### config.mk
export PLATFORM = sky130hd
export DESIGN_NAME = wb_rr_arbiter_flat
export DESIGN_NICKNAME = d
export VERILOG_FILES = /design/src/rtl/wb_rr_arbiter_if.sv /design/src/rtl/wb_rr_arbiter.sv /design/src/flat_wrapper.sv
export SDC_FILE = /design/constraint.sdc
export NUM_CORES = 1
export LEC_CHECK = 0
export CORE_AREA = 2 2 39 41
export DETAILED_ROUTE_END_ITERATION = 16
export DIE_AREA = 0 0 41 43
export GPL_TIMING_DRIVEN = 1
export HOLD_SLACK_MARGIN = 0.02
export PLACE_DENSITY = 0.44
export SLEW_MARGIN = 20
export SYNTH_ARGS = -nofsm -noshare
export SYNTH_HDL_FRONTEND = slang
export SYNTH_SLANG_ARGS = --single-unit
### constraint.sdc
create_clock -name clk_i -period 1.7 [get_ports clk_i]
set_input_delay 0.255 -clock clk_i [delete_from_list [all_inputs] [get_ports clk_i]]
set_output_delay 0.255 -clock clk_i [all_outputs]
set_load 0.05 [all_outputs]
### src/rtl/wb_rr_arbiter_if.sv
// Arbiter-side Wishbone signal bundle: per-master cycle requests, muxed strobe and
// OR'ed slave terminations in; grant index, qualified cycle and watchdog error out.
interface wb_rr_arbiter_if #(
  parameter int MASTER_COUNT = 2,
  parameter int GNT_WIDTH    = $clog2(MASTER_COUNT)
);
  logic [MASTER_COUNT-1:0] cyc_i;
  logic                    stb_i;
  logic                    ack_i;
  logic                    err_i;
  logic                    rty_i;
  logic [GNT_WIDTH-1:0]    gnt_o;
  logic                    cyc_o;
  logic                    err_o;

  // Interconnect side: raises requests, consumes grant and qualified cycle.
  modport master (
    output cyc_i, stb_i, ack_i, err_i, rty_i,
    input  gnt_o, cyc_o, err_o
  );

  // Arbiter side.
  modport slave (
    input  cyc_i, stb_i, ack_i, err_i, rty_i,
    output gnt_o, cyc_o, err_o
  );
endinterface

### src/rtl/wb_rr_arbiter.sv
// Round-robin Wishbone arbiter with optional stalled-cycle watchdog.
// Define WB_ARB_TIMEOUT_EN to build the watchdog counter, ABORT state and err_o.
module wb_rr_arbiter #(
  parameter int MASTER_COUNT = 2,
  parameter int GNT_WIDTH    = $clog2(MASTER_COUNT),
  parameter int TIMEOUT      = 16
) (
  input  logic           clk_i,
  input  logic           rst_ni,
  wb_rr_arbiter_if.slave bus
);

  typedef enum logic [1:0] {
    IDLE  = 2'd0,
    GRANT = 2'd1
`ifdef WB_ARB_TIMEOUT_EN
    , ABORT = 2'd2
`endif
  } state_t;

  state_t               state_reg, state_next;
  logic [GNT_WIDTH-1:0] gnt_reg, gnt_next;
  logic [GNT_WIDTH-1:0] ptr_reg, ptr_next;
  logic                 cyc_out;
  logic                 err_out;

  logic [GNT_WIDTH-1:0] rot_idx [MASTER_COUNT];
  logic [MASTER_COUNT-1:0] rot_req;
  logic [GNT_WIDTH-1:0] winner;
  logic [GNT_WIDTH-1:0] winner_inc;
  logic                 any_req;
  logic                 granted_req;

  // Requests rotated so offset 0 is the master at the priority pointer.
  for (genvar gi = 0; gi < MASTER_COUNT; gi++) begin : g_rot
    logic [GNT_WIDTH:0] sum;
    assign sum = {1'b0, ptr_reg} + (GNT_WIDTH+1)'(gi);
    assign rot_idx[gi] = (sum >= (GNT_WIDTH+1)'(MASTER_COUNT))
                       ? GNT_WIDTH'(sum - (GNT_WIDTH+1)'(MASTER_COUNT))
                       : sum[GNT_WIDTH-1:0];
    assign rot_req[gi] = bus.cyc_i[rot_idx[gi]];
  end

  // Descending scan so the smallest requesting offset is written last.
  always_comb begin
    winner = rot_idx[0];
    for (int i = MASTER_COUNT - 1; i >= 0; i--) begin
      if (rot_req[i]) begin
        winner = rot_idx[i];
      end
    end
  end

  assign winner_inc  = (winner == GNT_WIDTH'(MASTER_COUNT - 1)) ? '0 : winner + GNT_WIDTH'(1);
  assign any_req     = |bus.cyc_i;
  assign granted_req = bus.cyc_i[gnt_reg];

`ifdef WB_ARB_TIMEOUT_EN
  localparam int CNT_W = $clog2(TIMEOUT + 1);
  logic [CNT_W-1:0] cnt_reg, cnt_next;
  logic             stalled;
  assign stalled = bus.stb_i & ~(bus.ack_i | bus.err_i | bus.rty_i);
`else
  logic unused_wd;
  assign unused_wd = ^{bus.stb_i, bus.ack_i, bus.err_i, bus.rty_i, (TIMEOUT != 0)};
`endif

  always_comb begin
    state_next = state_reg;
    gnt_next   = gnt_reg;
    ptr_next   = ptr_reg;
    cyc_out    = 1'b0;
    err_out    = 1'b0;
`ifdef WB_ARB_TIMEOUT_EN
    cnt_next   = '0;
`endif
    case (state_reg)
      IDLE: begin
        if (any_req) begin
          gnt_next   = winner;
          ptr_next   = winner_inc;
          state_next = GRANT;
        end
      end
      GRANT: begin
        cyc_out = granted_req;
        if (!granted_req) begin
          // Release: hand over at this edge, or park the last grant.
          if (any_req) begin
            gnt_next = winner;
            ptr_next = winner_inc;
          end else begin
            state_next = IDLE;
          end
        end
`ifdef WB_ARB_TIMEOUT_EN
        else if (stalled) begin
          if (cnt_reg == CNT_W'(TIMEOUT - 1)) begin
            state_next = ABORT;
          end else begin
            cnt_next = cnt_reg + CNT_W'(1);
          end
        end
`endif
      end
`ifdef WB_ARB_TIMEOUT_EN
      ABORT: begin
        err_out = 1'b1;
        if (granted_req) begin
          state_next = GRANT;
        end else if (any_req) begin
          gnt_next   = winner;
          ptr_next   = winner_inc;
          state_next = GRANT;
        end else begin
          state_next = IDLE;
        end
      end
`endif
      default: state_next = IDLE;
    endcase
  end

  always_ff @(posedge clk_i or negedge rst_ni) begin
    if (!rst_ni) begin
      state_reg <= IDLE;
      gnt_reg   <= '0;
      ptr_reg   <= '0;
`ifdef WB_ARB_TIMEOUT_EN
      cnt_reg   <= '0;
`endif
    end else begin
      state_reg <= state_next;
      gnt_reg   <= gnt_next;
      ptr_reg   <= ptr_next;
`ifdef WB_ARB_TIMEOUT_EN
      cnt_reg   <= cnt_next;
`endif
    end
  end

  assign bus.gnt_o = gnt_reg;
  assign bus.cyc_o = cyc_out;
  assign bus.err_o = err_out;

endmodule

### src/flat_wrapper.sv
// flat-port wrapper written by rule: the top's interface ports become plain ports
module wb_rr_arbiter_flat 
#(
  parameter int MASTER_COUNT = 2,
  parameter int GNT_WIDTH    = $clog2(MASTER_COUNT),
  parameter int TIMEOUT      = 16
)
  (clk_i, rst_ni, bus_cyc_i, bus_stb_i, bus_ack_i, bus_err_i, bus_rty_i, bus_gnt_o, bus_cyc_o, bus_err_o);
  wb_rr_arbiter_if #(.MASTER_COUNT(MASTER_COUNT), .GNT_WIDTH(GNT_WIDTH)) bus_i ();
  input  logic clk_i;
  input  logic rst_ni;
  input wire logic [$bits(bus_i.cyc_i)-1:0] bus_cyc_i;
  input wire logic [$bits(bus_i.stb_i)-1:0] bus_stb_i;
  input wire logic [$bits(bus_i.ack_i)-1:0] bus_ack_i;
  input wire logic [$bits(bus_i.err_i)-1:0] bus_err_i;
  input wire logic [$bits(bus_i.rty_i)-1:0] bus_rty_i;
  output wire logic [$bits(bus_i.gnt_o)-1:0] bus_gnt_o;
  output wire logic [$bits(bus_i.cyc_o)-1:0] bus_cyc_o;
  output wire logic [$bits(bus_i.err_o)-1:0] bus_err_o;
  assign bus_i.cyc_i = bus_cyc_i;
  assign bus_i.stb_i = bus_stb_i;
  assign bus_i.ack_i = bus_ack_i;
  assign bus_i.err_i = bus_err_i;
  assign bus_i.rty_i = bus_rty_i;
  assign bus_gnt_o = bus_i.gnt_o;
  assign bus_cyc_o = bus_i.cyc_o;
  assign bus_err_o = bus_i.err_o;
  wb_rr_arbiter #(.MASTER_COUNT(MASTER_COUNT), .GNT_WIDTH(GNT_WIDTH), .TIMEOUT(TIMEOUT)) u_core (.clk_i(clk_i), .rst_ni(rst_ni), .bus(bus_i));
endmodule
==> results.toml <==
[route]
drtAntennaViolNets = 0
via_per_inst = 3.463
routed_wl_um = 335
drt-initial-drc-count = 0
drc = 0
wire_per_inst_um = 8.171
first_pass_iters = 1
vias = 142

[clock_network]
post_cts_resized = 0
tritoncts.num_buffers = 3
clk_pin_slew_worst_paths_ps = 40
postCtsSetupBuffers = 0
root_buffer = "clkbuf_4"
worstSkewPairLatency_ps = 230
clock_path_buffers = 2
numClockSinks = 3
cts_tree = "yes"
htreeDepth = 1
holdBufCountCts = 0

[min_path]
hold_class = "input port to asynchronous set/reset pin"

[sta]
max_freq_mhz = 669.4
post-route-period-util_pct = 87.87
clock_skew_ps = 2.281
rsz0062_at_grt = "no"
finalSetupViolCount = 0
holdWs_ps = 210.6
fin_crit_ps = 1494
tns_ps = 0
slew_viol_final = 0
hold_viol_final = 0

[placed_design]
placed_area_um2 = 235.2
dp_hpwl_um = 253.1
dp.cells = 37
numPortBuffers = 5
gp_congestion = 0.4749

[finish]
instances_no_fill = 41
area_growth_pct = 60.77
final_cell_mix = "3 x clkbuf_4, 3 x clkdlybuf4s50_1, 3 x dfrtp_1"
final_cell_area_um2 = 261.5
final_layout_size_suffix_gt1_share_pct = 32.00
antenna_cells = 0
nets = 34

[yosys]
synth_sequential_area_ratio_pct = 46.15
synth.avg_cell_area_um2 = 9.568
synthCells = 17
ys_ff_latch = 3
syn_area_um2 = 162.7
yosysUniqueCellTypes = 14
yosys_warnings = 0
synth_nets = 25

[floorplan]
die_w_um = 41
start_util_pct = 11.75
num_rows = 14
die_area_um2 = 1763
die_h_um = 43
io_pins = 11
core_um2 = 1384

[run]
drv_cap = 0

[worst_setup_path]
crit_arrival_ps = 1240
cp.required_ps = 1440
endpoint_kind = "output port"
cp_max_fo = 5
path_class = "input port to output port"
critPathLaunchType = "input port"

[pwr]
ir_drop_mv = 0.2879
leakage_nw = 0.1069
pwr_density_cell_nw_per_um2 = 1125

[global_routing]
antenna_found_initial = 0
gr-usage-all-layers_pct = 5.321
grt_pass1_vias = 130
grt-ovfl-total = 0
grt_first_pass_wirelength_um = 496
grt_max_degree = 7

[run_status]
outcome = "completed"
==> per-stage QoR <==
stage          power, mW  util, %  setup slack (ps)
6_report          0.2943    18.90             206.2
3_5_place_dp      0.1741    17.00             206.2
4_1_cts           0.3045    18.90             194.0
2_1_floorplan     0.1436        -             152.8
5_1_grt           0.3259    18.90             166.5
3_3_place_gp      0.1729    17.00             217.9
==> report_power, final <==
group / internal, mW / total, mW / switching [mW]
logic: 0.0377 / 0.0804 / 0.0427
clock network: 0.0877 / 0.121 / 0.0335
registers: 0.0808 / 0.0927 / 0.0118
==> cell families after synthesis <==
logic type,Yosys count,share of synthesized area (%)
buffers and inverters,1,4.617
AO/OA/AOI/OAI,5,16.92
other,1,2.305
AND/OR/NAND/NOR,5,18.47
multiplexers,1,6.154
XOR/XNOR,1,5.386
flip-flops,3,46.15
==> worst paths after layout <==
path                                startpoint          endpoint  slack, ps  depth (start not counted)
min in group clk_i         u_core.state_reg[0]  u_core.bus.gnt_o        610                          2
min reg2reg                u_core.state_reg[0]  u_core.bus.gnt_o        610                          2
max reg2reg                   u_core.bus.gnt_o    u_core.ptr_reg        760                          3
max                               bus_cyc_i[1]         bus_cyc_o        210                          4
max in group asynchronous               rst_ni  u_core.bus.gnt_o       1340                          1
min                                     rst_ni    u_core.ptr_reg        210                          1
==> per-layer routing <==
layer  share of wire [%]  track usage, %  up-vias
li1                    -               -       73
met1                  45           5.466       61
met2                  39           4.688        8
met3                  16           7.853        0
met4                   0           4.000        0
met5                   0               0        -
==> cells in the mapped netlist, drive strengths merged <==
master / number / share of area (%)
nor2b: 1 / 3.8
dfrtp: 3 / 46
and3: 1 / 4.6
o211ai: 1 / 4.6
mux2i: 1 / 6.2
nand2b: 1 / 3.8
buf: 1 / 4.6
a21oi: 2 / 6.2
xnor2: 1 / 5.4
o21ai: 2 / 6.1
or2: 1 / 3.8
conb: 1 / 2.3
nor2: 1 / 2.3
==> critical path, stage by stage <==
cell	delay [ps]
clkdlybuf4s50_1	550
mux2i_1	110
nor2b_2	170
buf_12	150
==> layout make-up <==
type / instances / area, um2
repair buffers: 5 / 57.56
clock buffers: 4 / 26.28
fillers: 156 / 1122
multi-input cells: 13 / 82.58
well taps: 16 / 20.02
flip-flops and latches: 3 / 75.07
(Power assumes the default switching activity.)
